<file path="src/rtl/uart_r.sv">
// uart_r -- serial receiver for the link driven by the matching UART
// transmitter. Frame format: one start bit (0), D_WIDTH data bits sent LSB
// first, one stop bit (1). The line idles at 1.
//
// The received word is held on rx_data with rx_valid set until the consumer
// acknowledges it. Framing errors and overruns are reported.
//
// Parameters:
//   D_WIDTH       data bits per frame
//   CLKS_PER_BIT  clock cycles per serial bit (>= 1)
//
// Ports:
//   clk         single clock, rising edge
//   rst         asynchronous, active-low reset
//   rx          serial line, asynchronous to clk
//   rx_ack      consumer acknowledge; clears rx_valid and rx_overrun
//   rx_data     last correctly framed word
//   rx_valid    rx_data holds an unacknowledged word
//   rx_busy     a frame is being received (state not IDLE)
//   rx_ferr     one-cycle pulse: stop bit sampled as 0
//   rx_overrun  sticky: a word was overwritten before it was acknowledged
module uart_r #(
    parameter int unsigned D_WIDTH      = 13,
    parameter int unsigned CLKS_PER_BIT = 1
) (
    input  logic               clk,
    input  logic               rst,
    input  logic               rx,
    input  logic               rx_ack,
    output logic [D_WIDTH-1:0] rx_data,
    output logic               rx_valid,
    output logic               rx_busy,
    output logic               rx_ferr,
    output logic               rx_overrun
);

    // Start-check offset from the detected falling edge.
    localparam int unsigned HALF = (CLKS_PER_BIT - 1) / 2;

    localparam int unsigned BW = $clog2(D_WIDTH + 1);
    localparam int unsigned CW = $clog2(CLKS_PER_BIT + 1);

    localparam logic [BW-1:0] BIT_LAST  = BW'(D_WIDTH - 1);
    localparam logic [CW-1:0] CNT_LAST  = CW'(CLKS_PER_BIT - 1);
    // START is only entered when HALF > 0, so the HALF == 0 value is unused.
    localparam logic [CW-1:0] HALF_LAST = CW'((HALF > 0) ? (HALF - 1) : 0);

    localparam logic [2:0] ST_IDLE      = 3'd0;
    localparam logic [2:0] ST_START     = 3'd1;
    localparam logic [2:0] ST_DATA      = 3'd2;
    localparam logic [2:0] ST_STOP      = 3'd3;
    localparam logic [2:0] ST_WAIT_IDLE = 3'd4;

    logic               sync1_q,   sync1_d;
    logic               sync2_q,   sync2_d;
    logic [2:0]         state_q,   state_d;
    logic [BW-1:0]      bit_cnt_q, bit_cnt_d;
    logic [CW-1:0]      smp_cnt_q, smp_cnt_d;
    logic [D_WIDTH-1:0] shreg_q,   shreg_d;
    logic [D_WIDTH-1:0] data_q,    data_d;
    logic               valid_q,   valid_d;
    logic               ferr_q,    ferr_d;
    logic               ovr_q,     ovr_d;

    logic               rx_s;
    logic               word_done;

    assign rx_s = sync2_q;

    always_comb begin
        sync1_d   = rx;
        sync2_d   = sync1_q;
        state_d   = state_q;
        bit_cnt_d = bit_cnt_q;
        smp_cnt_d = smp_cnt_q;
        shreg_d   = shreg_q;
        data_d    = data_q;
        valid_d   = valid_q;
        ferr_d    = 1'b0;
        ovr_d     = ovr_q;
        word_done = 1'b0;

        case (state_q)
            ST_IDLE: begin
                if (!rx_s) begin
                    smp_cnt_d = '0;
                    bit_cnt_d = '0;
                    // With HALF == 0 the edge sample itself is the start check.
                    state_d   = (HALF == 0) ? ST_DATA : ST_START;
                end
            end

            ST_START: begin
                if (smp_cnt_q == HALF_LAST) begin
                    smp_cnt_d = '0;
                    state_d   = rx_s ? ST_IDLE : ST_DATA;
                end else begin
                    smp_cnt_d = smp_cnt_q + CW'(1);
                end
            end

            ST_DATA: begin
                if (smp_cnt_q == CNT_LAST) begin
                    smp_cnt_d = '0;
                    // LSB arrives first: shift right so it ends up in bit 0.
                    shreg_d   = {rx_s, shreg_q[D_WIDTH-1:1]};
                    if (bit_cnt_q == BIT_LAST) begin
                        bit_cnt_d = '0;
                        state_d   = ST_STOP;
                    end else begin
                        bit_cnt_d = bit_cnt_q + BW'(1);
                    end
                end else begin
                    smp_cnt_d = smp_cnt_q + CW'(1);
                end
            end

            ST_STOP: begin
                if (smp_cnt_q == CNT_LAST) begin
                    smp_cnt_d = '0;
                    if (rx_s) begin
                        word_done = 1'b1;
                        state_d   = ST_IDLE;
                    end else begin
                        ferr_d  = 1'b1;
                        state_d = ST_WAIT_IDLE;
                    end
                end else begin
                    smp_cnt_d = smp_cnt_q + CW'(1);
                end
            end

            ST_WAIT_IDLE: begin
                // Hold off until the line returns high so a break is not
                // mistaken for a new start edge.
                if (rx_s) begin
                    state_d = ST_IDLE;
                end
            end

            default: begin
                state_d = ST_IDLE;
            end
        endcase

        // A completing word takes priority over an acknowledge in the same
        // cycle: the new word stays valid and the overrun flag is cleared.
        if (word_done) begin
            data_d  = shreg_q;
            valid_d = 1'b1;
            if (valid_q && !rx_ack) begin
                ovr_d = 1'b1;
            end else if (valid_q && rx_ack) begin
                ovr_d = 1'b0;
            end
        end else if (valid_q && rx_ack) begin
            valid_d = 1'b0;
            ovr_d   = 1'b0;
        end
    end

    always_ff @(posedge clk or negedge rst) begin
        if (!rst) begin
            sync1_q   <= 1'b1;
            sync2_q   <= 1'b1;
            state_q   <= ST_IDLE;
            bit_cnt_q <= '0;
            smp_cnt_q <= '0;
            shreg_q   <= '0;
            data_q    <= '0;
            valid_q   <= 1'b0;
            ferr_q    <= 1'b0;
            ovr_q     <= 1'b0;
        end else begin
            sync1_q   <= sync1_d;
            sync2_q   <= sync2_d;
            state_q   <= state_d;
            bit_cnt_q <= bit_cnt_d;
            smp_cnt_q <= smp_cnt_d;
            shreg_q   <= shreg_d;
            data_q    <= data_d;
            valid_q   <= valid_d;
            ferr_q    <= ferr_d;
            ovr_q     <= ovr_d;
        end
    end

    assign rx_data    = data_q;
    assign rx_valid   = valid_q;
    assign rx_busy    = (state_q != ST_IDLE);
    assign rx_ferr    = ferr_q;
    assign rx_overrun = ovr_q;

endmodule

</file>
<file path="config.mk">
export PLATFORM = sky130hd
export DESIGN_NAME = uart_r
export DESIGN_NICKNAME = d
export VERILOG_FILES = /design/src/rtl/uart_r.sv
export SDC_FILE = /design/constraint.sdc
export NUM_CORES = 1
export LEC_CHECK = 0
export ABC_AREA = 1
export CAP_MARGIN = 20
export CORE_ASPECT_RATIO = 0.5
export CORE_MARGIN = 10
export CORE_UTILIZATION = 45
export CTS_CLUSTER_SIZE = 14
export DETAILED_ROUTE_END_ITERATION = 8
export GPL_ROUTABILITY_DRIVEN = 0
export PLACE_DENSITY = 0.7
export SLEW_MARGIN = 20
export SYNTH_ARGS = -nofsm -noshare
export SYNTH_HDL_FRONTEND = slang
export SYNTH_SLANG_ARGS = --single-unit
</file>
<file path="constraint.sdc">
create_clock -name clk -period 1.4 [get_ports clk]
set_clock_uncertainty 0.2 [all_clocks]
set_input_delay 0.14 -clock clk [delete_from_list [all_inputs] [get_ports clk]]
set_output_delay 0.14 -clock clk [all_outputs]
set_load 0.03 [all_outputs]
</file>
==> reports/results.ini <==
[floorplan]
rows=14
core_um2=3150
io_pins=21
die_h_um=61.6
start_util_pct=49.4
die_w_um=103
design.die.area_um2=6350

[sta]
fin_ws_ps=-2.85
rsz0062_at_grt=yes
slew_violations=0
holdWs_ps=53.2
slew_headroom_pct=73.5
tightest_slew_ps=398
post-route-min-period_ps=1400
period_share_pct=100
max_freq_ghz=0.713
setup_viol=1
hold_viol_final=0

[yosys]
ys_warn_count=0
netlist_top_cells_area=dfrtp_1, nand2_1, o21ai_1
synthTopCellsByCount=nand2_1, dfrtp_1, inv_1
yosysSeqAreaShare_pct=61.3
syn_area_um2=1560
synth_async_sr_flop_share_pct=100
yosysMostFrequentCell=nand2_1
synthCells=162
synth_area_leader_cell=dfrtp_1
synth_nets=168
synth_area_per_cell_um2=9.61
ys_seq_elements=38
ys_types=20
yosysTopAreaCellShare_pct=57.9
synth_edf_count=0
ys.flop_type=dfrtp_1

[status]
violations=negative setup slack
status=finished with violations

[route]
drt_pass1_iterations=4
drc=0
vias_per_cell=4.86
first_iter_violations=69
vias=1151
wl_per_cell_um=12.7
postRouteAntennaNets=0
finalWirelength_mm=3.01

[layout]
finish.instance_area_um2=1990
layoutNonFillerInstCount=237
layout-drive-gt1-share_pct=22.8
area_delta_synth_final_pct=27.9
antenna_cells=0
nFillCells=252
finalNetCount=202

[place]
dp_hpwl_mm=1.92
port_buffers=20
placed_cells=222
placedInstanceArea_um2=1800

[power]
leakage_nw=1.03
ir_drop_uv=1010
power_density_nw_per_um2=2640
finalPower_mw=5.25

[setup_path]
critPathArrivalTime_ps=1060
slowest_delay_ps=430
r2r_slack_ps=30
crit_path_end_kind=output port
cp.required_ps=1060
crit_type=flop to output port
critPathLaunchType=flop
crit_chain=nor2_4 -> nand2_2 -> buf_12
slowest_stage=dfrtp_2
cp_top_family=flip-flops
critPathMaxFanout=3
path_buf_inv=1

[grt]
grt_overflow=0
grt_pass1_wl_mm=4.68
gr-usage-all-layers_pct=9.64
grt_max_degree=28
grt_pass1_vias=1052
antenna_found_initial=0

[cts]
clk-insertion-delay-late_ps=290
root_buffer=clkbuf_8
cts.path.max_buffers=2
htreeDepth=2
cts.clk_slew.worst_paths_ps=70
cts_tree=done
cts_inserted_buffers=5
clock-sinks=38

[hold_path]
hp-class=input port to flop

[flow_run]
max-cap-violations=0

## cell usage in the layout (no fill, tap or decap), types with 3 or more instances in the layout
| cell type | Yosys | routed |
|---|---|---|
| nand2_1 | 59 | 57 |
| dfrtp_1 | 36 | 33 |
| inv_1 | 12 | 12 |
| buf_4 | 2 | 12 |
| o21ai_1 | 11 | 10 |
| nor2_1 | 9 | 9 |
| nand3_1 | 8 | 7 |
| clkdlybuf4s15_1 | 0 | 7 |
| a21oi_1 | 6 | 6 |
| clkbuf_8 | 0 | 5 |
| o21ai_0 | 3 | 3 |
| clkbuf_2 | 0 | 3 |
| dfrtp_2 | 0 | 3 |
## final timing paths
path / from / endpoint / cells after the start
max: state_q[0]$_DFFE_PN0P_ / rx_busy / 3
min: rx / sync1_q$_DFF_PN1_ / 1
max reg2reg: state_q[0]$_DFFE_PN0P_ / state_q[0]$_DFFE_PN0P_ / 5
min reg2reg: sync1_q$_DFF_PN1_ / rx_s$_DFF_PN1_ / 0
max in group asynchronous: rst / rx_data[7]$_DFFE_PN0P_ / 3
min in group asynchronous: rst / rx_data[10]$_DFFE_PN0P_ / 2
## report_power, final
| group | switching [mW] | internal [mW] |
|---|---|---|
| Clock | 0.388 | 0.524 |
| Sequential | 0.332 | 1.62 |
| Combinational | 1.49 | 0.903 |
## repair_timing
item,4_1_cts,5_1_grt
hold buffers,1,0
endpoints found under the setup margin,12,38
gates cloned,0,1
buffers inserted,1,4
endpoints found under the hold margin,38,0
resized for setup,13,23
pin swaps,1,3
## per-stage QoR
| step | setup slack (ps) | util, % | setup TNS (ps) |
|---|---|---|---|
| 6_report | -2.85 | 63.1 | -2.85 |
| 2_1_floorplan | 64.6 | - | 0 |
| 4_1_cts | -28.1 | 60.8 | -48.6 |
| 3_5_place_dp | 46.0 | 57.1 | 0 |
| 5_1_grt | -40.2 | 63.1 | -174 |
| 3_3_place_gp | 61.8 | 57.1 | 0 |
## layout make-up
type | instances | area [um2] | share of cell area [%]
tap | 40 | 50.0 | 2.51
multi-input combinational | 105 | 529 | 26.6
timing repair buffer | 31 | 282 | 14.1
sequential | 38 | 957 | 48.1
clock buffer | 5 | 68.8 | 3.46
inverter | 15 | 63.8 | 3.21
clock inverter | 3 | 40.0 | 2.01
## layer usage
metal	track usage, %	up-vias	routed length [um]	part of all wire (%)
li1	-	575	-	-
met1	10.5	546	1360	45
met2	16.1	23	1430	48
met3	3.35	7	150	5.0
met4	6.48	0	62	2.1
met5	0	-	0	0
## sequential cells by signal, summed over array words and instances (netlist names), named ones only
name and cells:
rx_ferr 1, rx_s 1, rx_valid 1, sync1_q 1, shreg_q 13, state_q 3, rx_data 13, bit_cnt_q 4
## cells by family (layout without fill, tap and decap cells)
logic type                 after synthesis  in the layout  share of synthesized area [%]
AOI/OAI and AO/OA                       20             20                           6.43
buffers and inverters                   20             54                           6.91
and+or+nand+nor                         81             82                           23.2
DFF                                     38             38                           61.3
adders and majority gates                2              2                           1.61
xor gates and xnor gates                 1              1                          0.563
Note: power is estimated with default switching activity, not from simulation.
